## src/rtl/bin2bcd_seq.sv

```systemverilog
// Iterative shift-add-3 binary-to-BCD converter, one bit per clock.
// Result packs six BCD digits into bcd_out[31:8]; bcd_out[7:0] is always 0.
//
// Ports:
//   clk      in   system clock
//   nRESET   in   asynchronous active-low reset
//   start    in   request conversion (accepted only when idle)
//   bin_in   in   unsigned binary value, sampled on accept
//   busy     out  high while shifting
//   done     out  one-cycle pulse when bcd_out has been updated
//   overflow out  last accepted bin_in exceeded MAX_VAL (saturated)
//   bcd_out  out  {d5,d4,d3,d2,d1,d0,8'h00}
module bin2bcd_seq #(
   parameter int BIN_W   = 20,
   parameter int MAX_VAL = 999999
) (
   input  logic             clk,
   input  logic             nRESET,
   input  logic             start,
   input  logic [BIN_W-1:0] bin_in,
   output logic             busy,
   output logic             done,
   output logic             overflow,
   output logic [31:0]      bcd_out
);

   localparam int CNT_W = $clog2(BIN_W);
   localparam logic [BIN_W-1:0] W_MAX = BIN_W'(MAX_VAL);
   localparam logic [CNT_W-1:0] W_LAST = CNT_W'(BIN_W - 1);

   typedef enum logic {
      IDLE  = 1'b0,
      SHIFT = 1'b1
   } state_t;

   state_t           r_state;
   logic [BIN_W-1:0] r_bin;
   logic [23:0]      r_acc;
   logic [CNT_W-1:0] r_cnt;
   logic [23:0]      r_bcd;
   logic             r_busy;
   logic             r_done;
   logic             r_ovf;

   logic             w_big;
   logic [23:0]      w_next;

   function automatic logic [3:0] f_adj(input logic [3:0] n);
      f_adj = (n >= 4'd5) ? n + 4'd3 : n;
   endfunction

   assign w_big = (bin_in > W_MAX);

   // Adjust every nibble, then shift left with the binary MSB entering
   // at bit 0. The top nibble's MSB falls off the end of the shift.
   assign w_next = {3'(f_adj(r_acc[23:20])),
                    f_adj(r_acc[19:16]),
                    f_adj(r_acc[15:12]),
                    f_adj(r_acc[11:8]),
                    f_adj(r_acc[7:4]),
                    f_adj(r_acc[3:0]),
                    r_bin[BIN_W-1]};

   always_ff @(posedge clk or negedge nRESET) begin
      if (!nRESET) begin
         r_state <= IDLE;
         r_bin   <= '0;
         r_acc   <= '0;
         r_cnt   <= '0;
         r_bcd   <= '0;
         r_busy  <= 1'b0;
         r_done  <= 1'b0;
         r_ovf   <= 1'b0;
      end else begin
         unique case (r_state)
            IDLE: begin
               r_done <= 1'b0;
               if (start) begin
                  r_bin   <= w_big ? W_MAX : bin_in;
                  r_ovf   <= w_big;
                  r_acc   <= '0;
                  r_cnt   <= '0;
                  r_busy  <= 1'b1;
                  r_state <= SHIFT;
               end
            end
            SHIFT: begin
               r_acc <= w_next;
               r_bin <= {r_bin[BIN_W-2:0], 1'b0};
               r_cnt <= r_cnt + 1'b1;
               if (r_cnt == W_LAST) begin
                  r_bcd   <= w_next;
                  r_done  <= 1'b1;
                  r_busy  <= 1'b0;
                  r_state <= IDLE;
               end else begin
                  r_done <= 1'b0;
               end
            end
            default: r_state <= IDLE;
         endcase
      end
   end

   assign busy     = r_busy;
   assign done     = r_done;
   assign overflow = r_ovf;
   assign bcd_out  = {r_bcd, 8'h00};

endmodule

```

## config.mk

```make
export PLATFORM = sky130hd
export DESIGN_NAME = bin2bcd_seq
export DESIGN_NICKNAME = d
export VERILOG_FILES = /design/src/rtl/bin2bcd_seq.sv
export SDC_FILE = /design/constraint.sdc
export NUM_CORES = 1
export LEC_CHECK = 0
export ABC_AREA = 1
export BUFFER_PORTS_ARGS = -buffer_cell sky130_fd_sc_hd__buf_2
export CELL_PAD_IN_SITES_DETAIL_PLACEMENT = 0
export CELL_PAD_IN_SITES_GLOBAL_PLACEMENT = 1
export CORE_MARGIN = 1.5
export CORE_UTILIZATION = 42
export CTS_CLUSTER_SIZE = 10
export DETAILED_ROUTE_END_ITERATION = 10
export PLACE_DENSITY = 0.76
export SLEW_MARGIN = 20
export SYNTH_ARGS = -nofsm -noshare
export SYNTH_HDL_FRONTEND = slang
export SYNTH_SLANG_ARGS = --single-unit
```

## constraint.sdc

```tcl
create_clock -name clk -period 1.5 [get_ports clk]
set_input_delay 0.375 -clock clk [delete_from_list [all_inputs] [get_ports clk]]
set_output_delay 0.375 -clock clk [all_outputs]
set_load 0.005 [all_outputs]
```

==> metrics <==
outcome finished clean; gp weighted congestion 0.7719; Worst R2R Setup Slack 160 ps; Worst Skew 9.796 ps; cell mode on critical path nand2_1; count of cell types in the netlist 31; LEAKAGE 2.539 nW; RSZ-0062 raised after global routing no; Die H 99.93 um; final wirelength 7882 um; DR iter-0 viols 114; DRC Markers 0; Peak VDD IR 635.6 uV; Post-Syn Area per Cell 8.087 sq um; Die ar. 9986 sq um; endpoints failing setup 0; Num CTS Buffers 9; fin nets 582; CTS tree built; row count 35; Syn-to-layout area delta 16.49%; area post-placement 4348 sq um; Setup crit start kind register; Detail Route Antenna Nets 0; worst min path class in2reg; CP Capture Point r_bcd[1]; CP arrival 1630 ps; I/O pin count 58; HPWL after DPL 5729 um; vias in the first global route 3060; crit end category register; ANT cells 0; Die X 99.93 um; kind of critical path reg2reg; Core Area 9153 sq um; Mapped Cells 488; yosys warns 0; capture point of the worst reg-to-reg path r_bcd[1]; via count 3165; Fin. Hold Viols 0; initial antenna violation count 0; Synth Cell Area 3946 sq um; CP Cell Sequence inv_1, ha_1, o21ai_0, nor2_1, nand2_1, nand3_1, nand2_1; met3 usage in global routing 4.248%; largest net degree at the start of global routing 35; max-slew violations 0; Global Route Usage Sum 17.63%; fin crit share 89.38%; first-pass GRT wire length 14000 um; met2 Resource Use GR 28.73%; final instance area 4597 sq um; Reg clk slew, reported paths 80 ps; reg2reg start r_acc[0]; max cap viols 0; I/O Buffers 49; Via-to-Cell Ratio 4.781; htree depth 3; met1 GRT Util 24.01%; post-CTS setup buffers 0; crit-path max FO 4; WP data required 1790 ps; clk sinks 77; root buffer cell clkbuf_8; CP max stage delay 400 ps; crit path from r_acc[0]; Seq cells post-synth 77; FF-to-FF path depth 7; Pwr per Cell Area 1976 nW/um^2; drt wl/cell 11.91 um; total power 0.009083 W; Period minus WS final 1341 ps; busiest layer in global routing met2; layout cells sized above 1 16.70%; commonest cells after routing, fill and taps aside 192 x nand2_1, 77 x dfrtp_1, 48 x buf_2; most common cell after layout, fill and taps aside nand2_1; sequential area share after synthesis 48.83%; Peak Freq 745.9 MHz; Slowest-stage cell, CP dfrtp_1; Initial Util 43.12%; worst skew pair latency 340 ps; Max Root-Sink Buffers 2; total negative slack 0 ps; Fillers 938; remaining global-route overflow 0; drt pass-1 iters 4
==> worst max-delay path: cells and delay by family, from the launching register on <==
family                   cells  cell delay, ps
flip-flops                   1             400
AND/OR/NAND/NOR              4             340
AO/OA/AOI/OAI                1             240
adder cells (fa/ha/maj)      1             220
buffers and inverters        1              90
==> worst min path at each step <==
stage | end | start | slack, ps | cells after the start
6_report | r_bin[2] | bin_in[2] | 240 | 3
3_3_place_gp | r_acc[7] | nRESET | 290 | 1
2_1_floorplan | busy | nRESET | 80 | 0
4_1_cts | r_bin[2] | bin_in[2] | 220 | 3
5_1_grt | r_bin[3] | bin_in[3] | 230 | 3
3_5_place_dp | r_acc[7] | nRESET | 300 | 1
==> report_power, final <==
group          total [W]  internal (W)  switching (W)
Combinational    0.00364       0.00147        0.00216
Sequential       0.00359       0.00298       0.000605
Clock            0.00186       0.00111       0.000750
==> cells by family after synthesis <==
group / share of synthesized area [%]
fa+ha+maj: 4.122
compound gates: 9.765
other cells: 0.09503
buf+inv: 9.194
flops: 48.83
mux: 0.2537
simple gates: 27.52
xor+xnor: 0.2220
==> what timing repair did <==
| action | 4_1_cts | 5_1_grt |
|---|---|---|
| endpoints found under the hold margin | 20 | 0 |
| resized for setup | 0 | 1 |
| setup endpoints to repair | 0 | 1 |
| hold buffers | 1 | 0 |
==> cell usage after synthesis <==
master    instances  area share [%]
nand3b_1          6             1.1
buf_2             5            0.63
o21ai_2           6             1.3
a22o_1            1            0.22
o22ai_1           8             1.3
o21ai_0          26             3.3
nand2_2           1            0.16
nand2_4           2            0.57
nand3_2           1            0.25
nor2_8            1            0.51
ha_1             13             4.1
clkbuf_1          2            0.19
xor2_1            1            0.22
inv_2             1           0.095
nand3_1          29             3.7
a21oi_1           9             1.1
o21ai_1           3            0.38
buf_4            10             1.9
o221ai_1          1            0.22
buf_6             5             1.4
dfrtp_1          77              49
o211ai_1          3            0.57
nand2_8           1            0.51
mux2i_1           1            0.25
nand4_1           1            0.16
inv_4             3            0.48
a22oi_1           7             1.3
nor2_1           24             2.3
conb_1            1           0.095
inv_1            47             4.5
nand2_1         192              18
==> metrics by stage <==
| stage | setup slack, ps | hold slack [ps] | utilization (%) | std cells |
|---|---|---|---|---|
| final | 159.4 | 243.2 | 50.23 | 662 |
| after global routing | 2.378 | 227.7 | 50.23 | 662 |
| after CTS | 145.3 | 223.9 | 50.23 | 662 |
| after detailed placement | 66.88 | 297.9 | 47.51 | 645 |
| after global placement | 125.4 | 294.4 | 47.51 | 645 |
| after floorplan | 274.0 | 79.41 | - | 495 |
==> layer usage <==
metal | wire length, um | part of all wire, % | up-vias
li1 | - | - | 1647
met2 | 3588 | 46 | 63
met1 | 3872 | 49 | 1448
met4 | 68 | 0.86 | 0
met5 | 0 | 0 | -
met3 | 352 | 4.5 | 7
==> area by class of cell <==
| type | instances | area [sq um] | area share (%) |
|---|---|---|---|
| Clock buffer | 10 | 127.6 | 2.776 |
| Clock inverter | 6 | 111.4 | 2.422 |
| Inverter | 51 | 198.9 | 4.328 |
| Multi-Input combinational cell | 345 | 1683 | 36.61 |
| Sequential cell | 77 | 1927 | 41.92 |
| Tap cell | 111 | 138.9 | 3.021 |
| Timing Repair Buffer | 62 | 410.4 | 8.928 |
==> flip-flops by register name (all words and copies together) (netlist names) <==
register and count:
busy 1, done 1, overflow 1, r_acc 24
r_bcd 24, r_bin 20, r_cnt 5, r_state 1
(Power assumes the default switching activity.)
